$ cat config.mk
export PLATFORM = sky130hd
export DESIGN_NAME = div_arbiter_flat
export DESIGN_NICKNAME = d
export VERILOG_FILES = /design/src/rtl/div_arb_pkg.sv /design/src/rtl/div_arbiter_if.sv /design/src/rtl/div_rr_pick.sv /design/src/rtl/div_arbiter.sv /design/src/flat_wrapper.sv
export SDC_FILE = /design/constraint.sdc
export NUM_CORES = 1
export LEC_CHECK = 0
export ABC_AREA = 1
export BUFFER_PORTS_ARGS = -buffer_cell sky130_fd_sc_hd__buf_4
export CAP_MARGIN = 20
export CORE_MARGIN = 2
export CORE_UTILIZATION = 47
export CTS_CLUSTER_DIAMETER = 200
export DETAILED_ROUTE_END_ITERATION = 10
export PLACE_DENSITY = 0.81
export SYNTH_ARGS = -nofsm -noshare
export SYNTH_HDL_FRONTEND = slang
export SYNTH_HIERARCHICAL = 1
export SYNTH_SLANG_ARGS = --single-unit
export TNS_END_PERCENT = 5
$ cat constraint.sdc
create_clock -name clk -period 2.2 [get_ports clk]
set_input_delay 0.33 -clock clk [delete_from_list [all_inputs] [get_ports clk]]
set_output_delay 0.33 -clock clk [all_outputs]
set_load 0.1 [all_outputs]
$ cat src/rtl/div_arb_pkg.sv
// Shared types and width constants for the divider arbiter slice.
package div_arb_pkg;

   localparam int unsigned W_W = 10;  // dividend width
   localparam int unsigned D_W = 5;   // divisor width
   localparam int unsigned Q_W = 5;   // quotient width
   localparam int unsigned R_W = 6;   // remainder width

   typedef enum logic [1:0] {
      S_IDLE  = 2'd0,
      S_ISSUE = 2'd1,
      S_WAIT  = 2'd2,
      S_RESP  = 2'd3
   } state_t;

endpackage

$ cat src/rtl/div_arbiter_if.sv
// Requester and divider-side signal bundle for div_arbiter.
// slave = arbiter view, master = requesters/divider view.
interface div_arbiter_if
   import div_arb_pkg::*;
#(
   parameter int unsigned N_REQ = 4
) ();

   localparam int unsigned ID_W = $clog2(N_REQ);

   // requester side
   logic [N_REQ-1:0]     req;
   logic [W_W*N_REQ-1:0] req_w;
   logic [D_W*N_REQ-1:0] req_d;
   logic [N_REQ-1:0]     ack;
   logic                 resp_valid;
   logic [ID_W-1:0]      resp_id;
   logic [Q_W-1:0]       resp_quo;
   logic [R_W-1:0]       resp_rem;
   logic                 resp_ov;
   logic                 resp_dbz;
   logic                 resp_to;
   logic                 busy;

   // divider side
   logic [W_W-1:0]       div_w;
   logic [D_W-1:0]       div_d;
   logic                 div_start;
   logic [Q_W-1:0]       div_quo;
   logic [R_W-1:0]       div_rem;
   logic                 div_done;
   logic                 div_ov;
   logic                 div_dbz;

   modport slave (
      input  req, req_w, req_d,
      input  div_quo, div_rem, div_done, div_ov, div_dbz,
      output ack, resp_valid, resp_id, resp_quo, resp_rem,
      output resp_ov, resp_dbz, resp_to, busy,
      output div_w, div_d, div_start
   );

   modport master (
      output req, req_w, req_d,
      output div_quo, div_rem, div_done, div_ov, div_dbz,
      input  ack, resp_valid, resp_id, resp_quo, resp_rem,
      input  resp_ov, resp_dbz, resp_to, busy,
      input  div_w, div_d, div_start
   );

endinterface

$ cat src/rtl/div_rr_pick.sv
// Combinational round-robin picker: first set req bit found searching
// upward from last_served+1, wrapping modulo N_REQ (power of two).
module div_rr_pick #(
   parameter  int unsigned N_REQ = 4,
   localparam int unsigned ID_W  = $clog2(N_REQ)
) (
   input  logic [N_REQ-1:0] req,
   input  logic [ID_W-1:0]  last_served,
   output logic             gnt_valid,
   output logic [ID_W-1:0]  gnt_id
);

   logic [ID_W-1:0] idx;

   // Walk the N_REQ candidates in priority order, keep the first hit.
   always_comb begin
      gnt_valid = 1'b0;
      gnt_id    = '0;
      idx       = '0;
      for (int unsigned k = 1; k <= N_REQ; k++) begin
         idx = ID_W'(32'(last_served) + k);
         if (!gnt_valid && req[idx]) begin
            gnt_valid = 1'b1;
            gnt_id    = idx;
         end
      end
   end

endmodule

$ cat src/rtl/div_arbiter.sv
// Round-robin arbiter sharing one divider among N_REQ requesters.
// IDLE grants and latches operands, ISSUE pulses div_start, WAIT holds
// operands until div_done, RESP returns the registered result with ack.
// Optional feature macro: DIV_TIMEOUT_EN (WAIT watchdog, drives resp_to).
module div_arbiter
   import div_arb_pkg::*;
#(
   parameter int unsigned N_REQ       = 4,
   parameter int unsigned TIMEOUT_CYC = 63
) (
   input logic         clk,
   input logic         rst,
   div_arbiter_if.slave bus
);

   localparam int unsigned ID_W = $clog2(N_REQ);

   state_t          state, state_nx;
   logic [ID_W-1:0] last_served;
   logic [ID_W-1:0] id_q;
   logic [W_W-1:0]  w_q;
   logic [D_W-1:0]  d_q;
   logic [Q_W-1:0]  quo_q;
   logic [R_W-1:0]  rem_q;
   logic            ov_q;
   logic            dbz_q;
   logic            gnt_valid;
   logic [ID_W-1:0] gnt_id;
   logic            to_exp;

   div_rr_pick #(
      .N_REQ (N_REQ)
   ) u_pick (
      .req         (bus.req),
      .last_served (last_served),
      .gnt_valid   (gnt_valid),
      .gnt_id      (gnt_id)
   );

`ifdef DIV_TIMEOUT_EN
   localparam int unsigned TO_W = $clog2(TIMEOUT_CYC + 2);

   logic [TO_W-1:0] to_cnt;
   logic            to_q;

   // Watchdog counts WAIT cycles; held at zero elsewhere so WAIT entry starts at 0.
   always_ff @(posedge clk) begin
      if (rst || state != S_WAIT) to_cnt <= '0;
      else                        to_cnt <= to_cnt + 1'b1;
   end

   assign to_exp = (to_cnt == TO_W'(TIMEOUT_CYC));
`else
   assign to_exp = 1'b0;
`endif

   // State register.
   always_ff @(posedge clk) begin
      if (rst) state <= S_IDLE;
      else     state <= state_nx;
   end

   // Next-state logic; div_done only matters in WAIT.
   always_comb begin
      state_nx = state;
      unique case (state)
         S_IDLE:  if (gnt_valid) state_nx = S_ISSUE;
         S_ISSUE: state_nx = S_WAIT;
         S_WAIT:  if (bus.div_done || to_exp) state_nx = S_RESP;
         S_RESP:  state_nx = S_IDLE;
         default: state_nx = S_IDLE;
      endcase
   end

   // Grant latch, result capture and round-robin pointer update.
   always_ff @(posedge clk) begin
      if (rst) begin
         last_served <= ID_W'(N_REQ - 1);
         id_q        <= '0;
         w_q         <= '0;
         d_q         <= '0;
         quo_q       <= '0;
         rem_q       <= '0;
         ov_q        <= 1'b0;
         dbz_q       <= 1'b0;
`ifdef DIV_TIMEOUT_EN
         to_q        <= 1'b0;
`endif
      end else begin
         unique case (state)
            S_IDLE: begin
               if (gnt_valid) begin
                  id_q <= gnt_id;
                  w_q  <= bus.req_w[32'(gnt_id)*W_W +: W_W];
                  d_q  <= bus.req_d[32'(gnt_id)*D_W +: D_W];
               end
            end
            S_WAIT: begin
               // div_done takes precedence over a watchdog expiry in the same cycle
               if (bus.div_done) begin
                  quo_q <= bus.div_quo;
                  rem_q <= bus.div_rem;
                  ov_q  <= bus.div_ov;
                  dbz_q <= bus.div_dbz;
`ifdef DIV_TIMEOUT_EN
                  to_q  <= 1'b0;
               end else if (to_exp) begin
                  quo_q <= '0;
                  rem_q <= '0;
                  ov_q  <= 1'b0;
                  dbz_q <= 1'b0;
                  to_q  <= 1'b1;
`endif
               end
            end
            S_RESP:  last_served <= id_q;
            default: ;
         endcase
      end
   end

   // Output decode; everything is forced low while rst is asserted.
   always_comb begin
      bus.busy       = 1'b0;
      bus.div_start  = 1'b0;
      bus.div_w      = '0;
      bus.div_d      = '0;
      bus.ack        = '0;
      bus.resp_valid = 1'b0;
      bus.resp_id    = '0;
      bus.resp_quo   = '0;
      bus.resp_rem   = '0;
      bus.resp_ov    = 1'b0;
      bus.resp_dbz   = 1'b0;
      bus.resp_to    = 1'b0;
      if (!rst) begin
         bus.busy = (state != S_IDLE);
         unique case (state)
            S_ISSUE: begin
               bus.div_start = 1'b1;
               bus.div_w     = w_q;
               bus.div_d     = d_q;
            end
            S_WAIT: begin
               bus.div_w = w_q;
               bus.div_d = d_q;
            end
            S_RESP: begin
               bus.ack        = N_REQ'(1) << id_q;
               bus.resp_valid = 1'b1;
               bus.resp_id    = id_q;
               bus.resp_quo   = quo_q;
               bus.resp_rem   = rem_q;
               bus.resp_ov    = ov_q;
               bus.resp_dbz   = dbz_q;
`ifdef DIV_TIMEOUT_EN
               bus.resp_to    = to_q;
`endif
            end
            default: ;
         endcase
      end
   end

endmodule

$ cat src/flat_wrapper.sv
// flat-port wrapper written by rule: the top's interface ports become plain ports
module div_arbiter_flat import div_arb_pkg::*;
#(
   parameter int unsigned N_REQ       = 4,
   parameter int unsigned TIMEOUT_CYC = 63
)
  (clk, rst, bus_req, bus_req_w, bus_req_d, bus_div_quo, bus_div_rem, bus_div_done, bus_div_ov, bus_div_dbz, bus_ack, bus_resp_valid, bus_resp_id, bus_resp_quo, bus_resp_rem, bus_resp_ov, bus_resp_dbz, bus_resp_to, bus_busy, bus_div_w, bus_div_d, bus_div_start);
  div_arbiter_if #(.N_REQ(N_REQ)) bus_i ();
  input logic clk;
  input logic rst;
  input wire logic [$bits(bus_i.req)-1:0] bus_req;
  input wire logic [$bits(bus_i.req_w)-1:0] bus_req_w;
  input wire logic [$bits(bus_i.req_d)-1:0] bus_req_d;
  input wire logic [$bits(bus_i.div_quo)-1:0] bus_div_quo;
  input wire logic [$bits(bus_i.div_rem)-1:0] bus_div_rem;
  input wire logic [$bits(bus_i.div_done)-1:0] bus_div_done;
  input wire logic [$bits(bus_i.div_ov)-1:0] bus_div_ov;
  input wire logic [$bits(bus_i.div_dbz)-1:0] bus_div_dbz;
  output wire logic [$bits(bus_i.ack)-1:0] bus_ack;
  output wire logic [$bits(bus_i.resp_valid)-1:0] bus_resp_valid;
  output wire logic [$bits(bus_i.resp_id)-1:0] bus_resp_id;
  output wire logic [$bits(bus_i.resp_quo)-1:0] bus_resp_quo;
  output wire logic [$bits(bus_i.resp_rem)-1:0] bus_resp_rem;
  output wire logic [$bits(bus_i.resp_ov)-1:0] bus_resp_ov;
  output wire logic [$bits(bus_i.resp_dbz)-1:0] bus_resp_dbz;
  output wire logic [$bits(bus_i.resp_to)-1:0] bus_resp_to;
  output wire logic [$bits(bus_i.busy)-1:0] bus_busy;
  output wire logic [$bits(bus_i.div_w)-1:0] bus_div_w;
  output wire logic [$bits(bus_i.div_d)-1:0] bus_div_d;
  output wire logic [$bits(bus_i.div_start)-1:0] bus_div_start;
  assign bus_i.req = bus_req;
  assign bus_i.req_w = bus_req_w;
  assign bus_i.req_d = bus_req_d;
  assign bus_i.div_quo = bus_div_quo;
  assign bus_i.div_rem = bus_div_rem;
  assign bus_i.div_done = bus_div_done;
  assign bus_i.div_ov = bus_div_ov;
  assign bus_i.div_dbz = bus_div_dbz;
  assign bus_ack = bus_i.ack;
  assign bus_resp_valid = bus_i.resp_valid;
  assign bus_resp_id = bus_i.resp_id;
  assign bus_resp_quo = bus_i.resp_quo;
  assign bus_resp_rem = bus_i.resp_rem;
  assign bus_resp_ov = bus_i.resp_ov;
  assign bus_resp_dbz = bus_i.resp_dbz;
  assign bus_resp_to = bus_i.resp_to;
  assign bus_busy = bus_i.busy;
  assign bus_div_w = bus_i.div_w;
  assign bus_div_d = bus_i.div_d;
  assign bus_div_start = bus_i.div_start;
  div_arbiter #(.N_REQ(N_REQ), .TIMEOUT_CYC(TIMEOUT_CYC)) u_core (.clk(clk), .rst(rst), .bus(bus_i));
endmodule
# Yosys cells after proc, flatten, opt, wreduce, memory -nomap -nowiden

Cells that the tools add are included.

Bits in registers: 34
Bits in latches: 0
Memory bits (writable): 0
Memory bits (read-only): 0
Bits of input ports: 80
Output and inout port bits: 38
Word-level logic and storage cells: 79
Memories: 0

Add/sub/neg operators: 4
Multipliers: 2
Divide/modulo/power cells: 0
Order comparisons: 4
Equal/unequal tests: 5
Shift operators: 3
Multiplexer cells: 40
Bitwise logic cells: 0
Reductions and logical operators: 12

Operators with widths:

| operator                                               | count |
|---|---|
| indexed part select 40 x 7 -> 10 bit                   | 1 |
| 2-to-1 mux 10 bit                                      | 2 |
| 2-to-1 mux 5 bit                                       | 4 |
| indexed part select 20 x 6 -> 5 bit                    | 1 |
| 2-to-1 mux 1 bit                                       | 17 |
| 2-to-1 mux 2 bit                                       | 8 |
| < comparator 2 x 3 -> 1 bit (second input constant)    | 4 |
| 2-to-1 mux 6 bit                                       | 2 |
| multiplier 2 x 3 -> 5 bit (second input constant)      | 2 |
| binary-select mux 1 bit (select 2 bit)                 | 4 |
| 2-to-1 mux 4 bit                                       | 2 |
| case mux 2 bit (4 select lines)                        | 1 |
| AND reduction 2 bit                                    | 3 |
| adder 2 x 1 -> 2 bit (second input constant)           | 2 |
| adder 2 bit (second input constant)                    | 2 |
| equality test 2 bit (second input constant)            | 2 |
| << shifter 1 x 2 -> 4 bit (first input constant)       | 1 |
| logical AND 1 bit                                      | 3 |
| zero test 1 bit                                        | 3 |
| equality test 2 x 1 -> 1 bit (second input constant)   | 1 |
| zero test 2 bit                                        | 1 |
| inequality test 2 x 1 -> 1 bit (second input constant) | 1 |
| inequality test 2 bit (second input constant)          | 1 |
| nonzero test 2 bit                                     | 1 |
| OR reduction 2 bit                                     | 1 |

# Longest topological paths before layout

Depth after elaboration: 15
Gate-level depth with buffers: 15
Gate-level depth less buffers: 13

# Cells and area by module

The synthesis kept the hierarchy.

By module, submodules not included:

| module      | times used | cells each | area an instance (µm²) | sequential area each (µm²) |
|---|---|---|---|---|
| div_arbiter | 1          | 335        | 2123.3                 | 680.7 |
| div_rr_pick | 1          | 49         | 290.3                  | 0.0 |

# Least setup slack after synthesis

Ideal clock, no wire load.

Path type: register -> output
From: register u_core.state[1]
To: output bus_ack[3]
Data arrival time: 2.982 ns
Required time: 1.870 ns
Setup slack: -1.112 ns
Cell stages (with the launch flop): 5
Path buffers: 1
Cell sequence: dfxtp_1 ha_1 buf_2 nand2_1 nor3b_1

Word-level cells in the longest chain between the ends: 3

Ends and longest elaborated chain:

| what                   | RTL line           | RTL |
|---|---|---|
| from (decl)            | div_arbiter.sv:18  | `state_t state, state_nx;` |
| from (signal assigned) | div_arbiter.sv:60  | `else state <= state_nx;` |
| equality test 2 bit    | div_arbiter.sv:138 | `unique case (state)` |
| 2-to-1 mux 4 bit       | div_arbiter.sv:138 |  |
| 2-to-1 mux 4 bit       | div_arbiter.sv:136 | `if (!rst) begin` |
| to (decl)              | flat_wrapper.sv:19 | `output wire logic [$bits(bus_i.ack)-1:0] bus_ack;` |

No other way between the ends.

# Worst setup path after layout

From: register u_core.last_served[0]
To: register u_core.w_q[1]

Word-level cells in the longest chain between the ends: 15
Elaborated cells on any way between the ends: 29
Those cells by class: 4 x add/sub; 1 x mul; 1 x shift; 16 x mux; 7 x reduce/logical

Ends and longest elaborated chain:

| what                                   | RTL line           | RTL |
|---|---|---|
| from (decl)                            | div_arbiter.sv:19  | `logic [ID_W-1:0] last_served;` |
| from (signal assigned)                 | div_arbiter.sv:78  | `last_served <= ID_W'(N_REQ - 1);` |
| from (signal assigned)                 | div_arbiter.sv:116 | `S_RESP: last_served <= id_q;` |
| adder 2 x 1 -> 2 bit                   | div_rr_pick.sv:21  | `idx = ID_W'(32'(last_served) + k);` |
| binary-select mux 1 bit (select 2 bit) | div_rr_pick.sv:22  | `if (!gnt_valid && req[idx]) begin` |
| 2-to-1 mux 1 bit (not written as such) | div_rr_pick.sv:22  |  |
| 2-to-1 mux 1 bit                       | div_rr_pick.sv:22  |  |
| zero test 1 bit                        | div_rr_pick.sv:22  |  |
| logical AND 1 bit                      | div_rr_pick.sv:22  |  |
| 2-to-1 mux 1 bit                       | div_rr_pick.sv:22  |  |
| zero test 1 bit                        | div_rr_pick.sv:22  |  |
| logical AND 1 bit                      | div_rr_pick.sv:22  |  |
| 2-to-1 mux 1 bit                       | div_rr_pick.sv:22  |  |
| zero test 1 bit                        | div_rr_pick.sv:22  |  |
| logical AND 1 bit                      | div_rr_pick.sv:22  |  |
| 2-to-1 mux 2 bit *                     | div_rr_pick.sv:22  |  |
| via u_core.gnt_id[0]                   | div_arbiter.sv:28  | `logic [ID_W-1:0] gnt_id;` |
| multiplier 2 x 3 -> 5 bit *            | div_arbiter.sv:94  | `w_q <= bus.req_w[32'(gnt_id)*W_W +: W_W];` |
| indexed part select 40 x 7 -> 10 bit * | div_arbiter.sv:94  |  |
| to (signal assigned)                   | div_arbiter.sv:94  |  |
| to (decl)                              | div_arbiter.sv:21  | `logic [W_W-1:0] w_q;` |

Mark *: on every way through the listed nets, which the timed path passes. The rest lies on a longest branch. The select of a mux whose other input is x is not followed.
A chain may end at the register's enable or synchronous reset.

==> results.json <==
{
  "synth_seq_cells": 34,
  "drc_errors": 0,
  "synth_cells": 384,
  "antenna_left": 0,
  "hold_viol_final": 0,
  "yosys_warnings": 6,
  "grt_pass1_wl_um": 10150,
  "gr-usage-met1": 0.2870,
  "cts-root-buf": "clkbuf_8",
  "grt_pass1_vias": 2379,
  "slowest_delay_ps": 480,
  "fin_cells": 560,
  "dr.pass1.iters": 4,
  "die_h_um": 75.66,
  "final_cell_mix": "buf_4 (124), nand2_1 (120), nor2_1 (58)",
  "synthTopCellsByArea": "dfxtp_1 (28%), nand2_1 (19%), nor2_1 (9.2%), nand3_1 (7.5%), a21oi_2 (5.4%)",
  "slew-limit-headroom": 0.6588,
  "hold_class": "in -> reg",
  "die_w_um": 75.66,
  "crit_top_cell": "nand2_1",
  "layout_commonest_cell": "buf_4",
  "fin_setup_tns_ps": 0,
  "drive_above_1_share": 0.3735,
  "htree_levels": 2,
  "drtIter0Drc": 101,
  "ioPinCount": 118,
  "use_met3": 0.05688,
  "syn_avg_cell_area_um2": 6.285,
  "finalMaxSlewViolations": 0,
  "dp_hpwl_um": 5035,
  "utilization": 0.6737,
  "grt.busiest_layer": "met2",
  "numCtsBuffers": 5,
  "antennaDiodeCount": 0,
  "yosysUniqueCellTypes": 26,
  "ys_seq_area_frac": 0.2820,
  "rsz0062_at_grt": "false",
  "coreArea_um2": 5042,
  "nets": 573,
  "cp-end-kind": "register",
  "start_util": 0.4787,
  "die_area_um2": 5724,
  "clock.fmax_mhz": 502.8,
  "power.leakage_nw": 1.676,
  "met2_usage": 0.3797,
  "r2r_cells": 13,
  "ir_worst_vdd_v": 0.0008361,
  "finalWeightedCongestion": 0.8200,
  "worst_pin_slew_ps": 510.6,
  "gr-total-overflow": 0,
  "vias": 2765,
  "grt_max_degree": 36,
  "path_cells": "inv_6 > nand2_2 > nand2_1 > nand2_1 > nand2_2 > nor2_4 > nand4_1 > nand3_1 > buf_4 > nand2_1 > nand3_1 > nand2_1 > a21oi_2",
  "p_per_area_nw_per_um2": 1296,
  "power_mw": 4.401,
  "placed_cells": 552,
  "worstPathMaxFanout": 21,
  "critPathRequiredTime_ps": 2420,
  "cp.arrival_ps": 2210,
  "synth_area_um2": 2414,
  "synthesis.nets": 468,
  "grt_use_total": 0.2259,
  "path_clk_slew_ps": 70,
  "routed_wirelength_um": 6566,
  "worstSetupStartpointType": "register",
  "outcome": "finished clean",
  "area_growth_pct": 40.75,
  "synth_top_area_cell": "dfxtp_1",
  "cts_buffer_depth": 2,
  "skew_ps": 7.423,
  "holdPathStages": 3,
  "vias_per_cell": 4.938,
  "fin_crit_sh": 0.9040,
  "cap_violations": 0,
  "period_minus_slack_ps": 1989,
  "io_buffers": 116,
  "yosysTopAreaCellShare": 0.2820,
  "crit_type": "reg -> reg",
  "clock_latency_ps": 280,
  "cts_tree": "done",
  "avgRoutedWirePerCell_um": 11.73,
  "finalSetupViolCount": 0,
  "rows": 26,
  "crit_path_top_delay_cell": "dfxtp_2",
  "numClockSinks": 34,
  "antenna_found_initial": 0
}
==> power breakdown <==
group,switching (mW),leakage [nW],internal [mW],total (mW)
logic,1.96,1.34,0.938,2.90
clock network,0.216,0.0524,0.339,0.555
registers,0.128,0.280,0.817,0.945
==> metal layers <==
layer	wire, um	part of all wire
met5	0	0
met4	66	0.010
met3	551	0.084
met2	3076	0.47
met1	2872	0.44
==> Yosys cell counts <==
library cell / instances
a21oi_1: 7
nor3_1: 4
dfxtp_1: 34
o21ai_1: 20
a21oi_2: 15
o211ai_1: 1
o21a_1: 1
inv_2: 7
nor3b_1: 1
buf_6: 7
nor2_4: 1
buf_4: 4
conb_1: 1
o21ai_0: 11
nand4_1: 4
nand2_2: 16
clkbuf_8: 1
nor2_1: 59
ha_1: 4
inv_6: 1
buf_2: 15
inv_1: 8
nand2_1: 120
nand2_4: 5
nand3_1: 36
nand3b_1: 1
==> per-stage QoR <==
step	area [um2]	hold slack [ps]	setup WS [ps]
after floorplan	2436	453.7	-426.7
after global placement	3277	463.5	198.1
after detailed placement	3277	473.1	103.7
after CTS	3386	275.7	92.39
after global routing	3397	280.8	36.12
final	3397	281.5	211.2
==> kinds of logic after synthesis <==
| group | count (synthesis) | synth area share |
|---|---|---|
| buffers and inverters | 43 | 0.1089 |
| DFF | 34 | 0.2820 |
| and+or+nand+nor | 247 | 0.4474 |
| AOI/OAI and AO/OA | 55 | 0.1395 |
| adders and majority gates | 4 | 0.02074 |
| other | 1 | 0.001554 |
==> final timing paths <==
kind | from | endpoint | slack, ps
worst max-delay path | u_core/last_served[0]$_SDFFE_PP1N_ | u_core/w_q[1]$_SDFFE_PP0P_ | 210
worst min register to register | u_core/rem_q[5]$_SDFFE_PP0P_ | u_core/rem_q[5]$_SDFFE_PP0P_ | 490
worst max register to register | u_core/last_served[0]$_SDFFE_PP1N_ | u_core/w_q[1]$_SDFFE_PP0P_ | 210
worst min-delay path | bus_div_quo[1] | u_core/quo_q[1]$_SDFFE_PP0P_ | 280
==> final cells by class <==
class                           count  area [um2]
Fill cell                         455        1645
Multi-Input combinational cell    307        1505
Timing Repair Buffer              125       950.9
Sequential cell                    34       681.9
Tap cell                           70       87.58
Clock buffer                        7       76.32
Inverter                           16       65.06
Clock inverter                      1       30.03
==> registers in the layout, indices dropped and copies added, names as in the netlist <==
signal and count:
u_core/d_q 5, u_core/id_q 2, u_core/state 2, u_core/ov_q 1
u_core/rem_q 6, u_core/quo_q 5, u_core/last_served 2, u_core/dbz_q 1
u_core/w_q 10
==> critical path, delay by kind of cell (launching register included) <==
kind                   cells  cell delay [ps]
buffers and inverters      2              340
DFF                        1              480
AOI/OAI and AO/OA          1              120
and+or+nand+nor           10              980
==> timing repair <==
action,4_1_cts,5_1_grt
hold buffers,0,0
gates resized for setup,1,2
setup endpoints to repair,6,18
buffers inserted,0,0
Note: power is estimated with default switching activity, not from simulation.
